===== config.mk =====
export PLATFORM = sky130hd
export DESIGN_NAME = plab4_net_router_input_queue_flat
export DESIGN_NICKNAME = d
export VERILOG_FILES = /design/src/rtl/plab4_net_router_input_queue_pkg.sv /design/src/rtl/plab4_net_router_input_queue_if.sv /design/src/rtl/plab4_net_router_input_queue_dpath.sv /design/src/rtl/plab4_net_router_input_queue.sv /design/src/flat_wrapper.sv
export SDC_FILE = /design/constraint.sdc
export NUM_CORES = 1
export LEC_CHECK = 0
export CORE_ASPECT_RATIO = 0.6
export CORE_MARGIN = 1
export CORE_UTILIZATION = 54
export DETAILED_ROUTE_END_ITERATION = 16
export PLACE_DENSITY = 0.86
export SYNTH_ARGS = -nofsm -noshare
export SYNTH_HDL_FRONTEND = slang
export SYNTH_SLANG_ARGS = --single-unit

===== constraint.sdc =====
create_clock -name clk -period 3.77 [get_ports clk]
set_input_delay 0.754 -clock clk [delete_from_list [all_inputs] [get_ports clk]]
set_output_delay 0.754 -clock clk [all_outputs]
set_load 0.03 [all_outputs]

===== src/rtl/plab4_net_router_input_queue_pkg.sv =====
// Shared network message layout and helpers for the ring router input queue.
package plab4_net_router_input_queue_pkg;

  localparam int c_net_msg_nbits      = 44;
  localparam int c_net_msg_dest_lsb   = 33;
  localparam int c_net_msg_dest_nbits = 3;
  localparam int c_num_entries        = 4;
  localparam int c_num_free_nbits     = 3;

  typedef logic [c_net_msg_nbits-1:0] net_msg_t;

  // A depth-1 queue would still need a one-bit pointer to stay legal.
  function automatic int queue_ptr_nbits(input int depth);
    return (depth > 1) ? $clog2(depth) : 1;
  endfunction

endpackage


===== src/rtl/plab4_net_router_input_queue_if.sv =====
// Valid/ready message channel used on both sides of the router input queue.
interface plab4_net_router_input_queue_if
  import plab4_net_router_input_queue_pkg::*;
#(
  parameter int p_msg_nbits = c_net_msg_nbits
);
  logic                   val;
  logic                   rdy;
  logic [p_msg_nbits-1:0] msg;

  modport master (output val, output msg, input rdy);
  modport slave  (input val, input msg, output rdy);
endinterface


===== src/rtl/plab4_net_router_input_queue_dpath.sv =====
// Storage array for the input queue: one write port at tail, one read port at head.
module plab4_net_router_input_queue_dpath #(
  parameter int p_msg_nbits   = 44,
  parameter int p_num_entries = 4,
  parameter int p_ptr_nbits   = 2
) (
  input  logic                   clk,
  input  logic                   wen,
  input  logic [p_ptr_nbits-1:0] waddr,
  input  logic [p_msg_nbits-1:0] wdata,
  input  logic [p_ptr_nbits-1:0] raddr,
  output logic [p_msg_nbits-1:0] rdata
);

  logic [p_msg_nbits-1:0] storage [p_num_entries];

  // Contents are deliberately not reset; occupancy is tracked by the control.
  always_ff @(posedge clk) begin
    if (wen) storage[waddr] <= wdata;
  end

  assign rdata = storage[raddr];

endmodule


===== src/rtl/plab4_net_router_input_queue.sv =====
// Per-port ring router input buffer: plain FIFO (no bypass) with a free-entry
// count published for bubble flow control.
module plab4_net_router_input_queue
  import plab4_net_router_input_queue_pkg::*;
#(
  parameter int p_msg_nbits      = c_net_msg_nbits,
  parameter int p_dest_lsb       = c_net_msg_dest_lsb,
  parameter int p_dest_nbits     = c_net_msg_dest_nbits,
  parameter int p_num_entries    = c_num_entries,
  parameter int p_num_free_nbits = c_num_free_nbits
) (
  input  logic                        clk,
  input  logic                        reset,
  plab4_net_router_input_queue_if.slave  enq,
  plab4_net_router_input_queue_if.master deq,
  output logic [p_dest_nbits-1:0]     deq_dest,
  output logic [p_num_free_nbits-1:0] num_free_entries
);

  localparam int c_ptr_nbits = queue_ptr_nbits(p_num_entries);
  localparam logic [c_ptr_nbits-1:0]      c_last_ptr = c_ptr_nbits'(p_num_entries - 1);
  localparam logic [p_num_free_nbits-1:0] c_depth    = p_num_free_nbits'(p_num_entries);

  logic [c_ptr_nbits-1:0]      head;
  logic [c_ptr_nbits-1:0]      tail;
  logic [p_num_free_nbits-1:0] count;
  logic                        enq_fire;
  logic                        deq_fire;

  assign enq.rdy  = (count != c_depth);
  assign deq.val  = (count != '0);
  assign enq_fire = enq.val & enq.rdy & ~reset;
  assign deq_fire = deq.val & deq.rdy & ~reset;

  always_ff @(posedge clk) begin
    if (reset) begin
      head  <= '0;
      tail  <= '0;
      count <= '0;
    end else begin
      if (enq_fire) tail <= (tail == c_last_ptr) ? '0 : tail + 1'b1;
      if (deq_fire) head <= (head == c_last_ptr) ? '0 : head + 1'b1;
      if (enq_fire && !deq_fire)      count <= count + 1'b1;
      else if (deq_fire && !enq_fire) count <= count - 1'b1;
    end
  end

  assign num_free_entries = c_depth - count;

  plab4_net_router_input_queue_dpath #(
    .p_msg_nbits   (p_msg_nbits),
    .p_num_entries (p_num_entries),
    .p_ptr_nbits   (c_ptr_nbits)
  ) dpath (
    .clk   (clk),
    .wen   (enq_fire),
    .waddr (tail),
    .wdata (enq.msg),
    .raddr (head),
    .rdata (deq.msg)
  );

  assign deq_dest = deq.msg[p_dest_lsb +: p_dest_nbits];

endmodule


===== src/flat_wrapper.sv =====
// flat-port wrapper written by rule: the top's interface ports become plain ports
module plab4_net_router_input_queue_flat import plab4_net_router_input_queue_pkg::*;
#(
  parameter int p_msg_nbits      = c_net_msg_nbits,
  parameter int p_dest_lsb       = c_net_msg_dest_lsb,
  parameter int p_dest_nbits     = c_net_msg_dest_nbits,
  parameter int p_num_entries    = c_num_entries,
  parameter int p_num_free_nbits = c_num_free_nbits
)
  (clk, reset, deq_dest, num_free_entries, enq_val, enq_msg, enq_rdy, deq_val, deq_msg, deq_rdy);
  plab4_net_router_input_queue_if #(.p_msg_nbits(p_msg_nbits)) enq_i ();
  plab4_net_router_input_queue_if #(.p_msg_nbits(p_msg_nbits)) deq_i ();
  input  logic clk;
  input  logic reset;
  output logic [p_dest_nbits-1:0] deq_dest;
  output logic [p_num_free_nbits-1:0] num_free_entries;
  input wire logic [$bits(enq_i.val)-1:0] enq_val;
  input wire logic [$bits(enq_i.msg)-1:0] enq_msg;
  output wire logic [$bits(enq_i.rdy)-1:0] enq_rdy;
  output wire logic [$bits(deq_i.val)-1:0] deq_val;
  output wire logic [$bits(deq_i.msg)-1:0] deq_msg;
  input wire logic [$bits(deq_i.rdy)-1:0] deq_rdy;
  assign enq_i.val = enq_val;
  assign enq_i.msg = enq_msg;
  assign enq_rdy = enq_i.rdy;
  assign deq_val = deq_i.val;
  assign deq_msg = deq_i.msg;
  assign deq_i.rdy = deq_rdy;
  plab4_net_router_input_queue #(.p_msg_nbits(p_msg_nbits), .p_dest_lsb(p_dest_lsb), .p_dest_nbits(p_dest_nbits), .p_num_entries(p_num_entries), .p_num_free_nbits(p_num_free_nbits)) u_core (.clk(clk), .reset(reset), .enq(enq_i), .deq(deq_i), .deq_dest(deq_dest), .num_free_entries(num_free_entries));
endmodule

==> metrics.yaml <==
outcome:
  outcome: "completed"
floorplanning:
  num_io_pins: 100
  die_h_um: 89.9
  die_area_um2: 13300
  rows: 31
  coreArea_um2: 12300
  initial_core_util: 0.565
  die_w_um: 148
timing:
  tightestPinTransition_ns: 0.661
  slew_headroom: 0.559
  fin_crit_ns: 3.37
  fin_setup_tns_ns: 0
  period_share: 0.895
  clock_skew_ns: 0.0109
  setup_viol: 0
  fmax_mhz: 296
  slew_violations: 0
  rsz0062_at_grt: "no"
  setup_slack_ns: 0.396
  hold_viol: 0
final_layout:
  final_cell_mix: "edfxtp_1 (176), clkdlybuf4s50_1 (99), mux4_2 (40), clkbuf_16 (17)"
  fin_nets: 457
  antennaDiodeCount: 0
  multi_input_area_um2: 1310
  utilization: 0.710
  seq_area_um2: 5470
  nFillCells: 720
  drive_gt1_frac: 0.201
  area_growth_pct: 25.6
  layout_commonest_cell: "edfxtp_1"
drt:
  avgRoutedWirePerCell_um: 20.7
  drt.antenna.violating_nets: 0
  post_drt_via_cell_ratio: 5.50
  first_iter_violations: 246
  num_vias: 3174
  firstDrtPassIters: 4
  routed_wl_um: 11900
  remaining_drc_errors: 0
critical_path:
  worstPathRequired_ns: 3.02
  cpPeakStageDelay_ns: 0.63
  path_max_fanout: 23
  endpoint_kind: "primary output"
  crit_chain: "buf_4, mux4_2, clkdlybuf4s50_1"
  path_buf_inv: 2
  worst-setup-path-type: "reg -> out"
  critical_path.slowest_cell: "dfxtp_4"
  critPathArrivalTime_ns: 2.62
  critPathLaunchType: "flip-flop"
  critPathTopFamily: "buffers and inverters"
global_routing:
  grt_pass1_wl_um: 18800
  grt.overflow.total: 0
  antenna_found_initial: 0
  grt_usage: 0.199
  grt_max_degree: 45
  first_global_vias: 3387
synthesis:
  yosysSeqAreaShare: 0.786
  syn_area_um2: 6950
  synth.avg_cell_area_um2: 24.1
  synthDistinctLibCells: 22
  synth_seq_cells: 185
  yosysWarnings: 0
  synthCells: 289
  syn_nets: 347
cts:
  root_buffer: "clkbuf_16"
  h-tree-depth: 4
  cts_tree: "built"
  cts_resized: 0
  path_clk_slew_ns: 0.06
  hold_buffers: 0
  numClockSinks: 185
  cts.path.max_buffers: 2
  numCtsBuffers: 17
  clk_latency_ns: 0.42
  postCtsSetupBuffers: 0
placement:
  gp_congestion: 0.742
  hpwlAfterDp_um: 7130
  preCtsSetupSlack_ns: 0.586
  port_buffers: 99
hold_path:
  hold_class: "reg -> reg"
power:
  power.density_nw_per_um2: 670
  p_leak_nw: 2.82
  ir_worst_vdd_mv: 0.402
flow_run:
  maxCapViolations: 0
worst paths after layout:
check / startpoint / endpoint / slack, ns / cells after the start
worst min register to register: u_core.count[2]$_SDFFE_PP0P_ / u_core.count[2]$_SDFFE_PP0P_ / 0.53 / 2
worst min-delay path: u_core.count[2]$_SDFFE_PP0P_ / u_core.count[2]$_SDFFE_PP0P_ / 0.53 / 2
worst max register to register: u_core.count[0]$_SDFFE_PP0P_ / u_core.count[2]$_SDFFE_PP0P_ / 0.87 / 11
worst max-delay path: flip-flop / deq_msg[41] / 0.40 / 3
metrics by stage:
step                      instance area [um2]  instances  hold WS (ns)  power, mW
after detailed placement                 8110        545         0.522       4.06
final                                    8730        577         0.531       5.85
after CTS                                8730        577         0.531       5.91
after global placement                   8110        545         0.490       4.02
after floorplan                          6950        289         0.475       3.54
after global routing                     8730        577         0.548       6.08
registers in the layout, indices dropped and copies added (netlist names), named ones only:
signal,count
u_core.count,3
u_core.dpath.storage,176
u_core.head,2
u_core.tail,2
cell type report:
cell class / count / area share
clock inverter: 13 / 0.0216
timing repair buffer: 106 / 0.125
multi-input combinational: 80 / 0.150
tap: 165 / 0.0236
sequential: 185 / 0.626
inverter: 9 / 0.00387
clock buffer: 19 / 0.0496
per-layer routing:
metal,up-vias,track usage,share of wire
li1,1412,-,-
met2,94,0.298,0.48
met3,16,0.0797,0.074
met4,0,0.0722,0.014
met1,1652,0.266,0.44
met5,-,0,0
power by group:
| group | total (mW) | switching [mW] | internal, mW |
|---|---|---|---|
| Sequential | 2.48 | 0.0901 | 2.39 |
| Combinational | 1.52 | 0.810 | 0.712 |
| Clock | 1.85 | 0.735 | 1.12 |
cell families (layout without fill, tap and decap cells):
family,Yosys count,after routing,synth area share
compound gates,2,2,0.00144
mux,49,49,0.152
fa+ha+maj,10,10,0.0191
buf+inv,24,147,0.0265
simple gates,17,17,0.0124
flops,185,185,0.786
xor+xnor,2,2,0.00252
synth_stat cells:
cell | n | area (um2)
o21ai_0 | 1 | 5.00
mux4_1 | 4 | 105
mux4_2 | 40 | 901
ha_1 | 9 | 113
mux2i_1 | 5 | 50.1
xor2_1 | 2 | 17.5
nor2b_1 | 3 | 18.8
buf_4 | 4 | 30.0
or3_1 | 1 | 6.26
buf_2 | 4 | 20.0
clkbuf_1 | 1 | 3.75
a21oi_1 | 1 | 5.00
nand2b_1 | 1 | 6.26
buf_6 | 1 | 11.3
dfxtp_1 | 9 | 180
inv_1 | 9 | 33.8
and2_1 | 4 | 25.0
nor2_1 | 8 | 30.0
edfxtp_1 | 176 | 5290
fa_1 | 1 | 20.0
clkbuf_2 | 1 | 5.00
buf_12 | 4 | 80.1
worst register-to-register path, cell delays in order, from the launching register on:
cell	delay [ns]
dfxtp_1	0.42
inv_1	0.07
ha_1	0.22
ha_1	0.20
nor2b_1	0.27
nor2b_1	0.34
ha_1	0.24
inv_1	0.06
fa_1	0.38
xor2_1	0.18
or3_1	0.31
a21oi_1	0.15
Power figures use the tool's default switching activity.
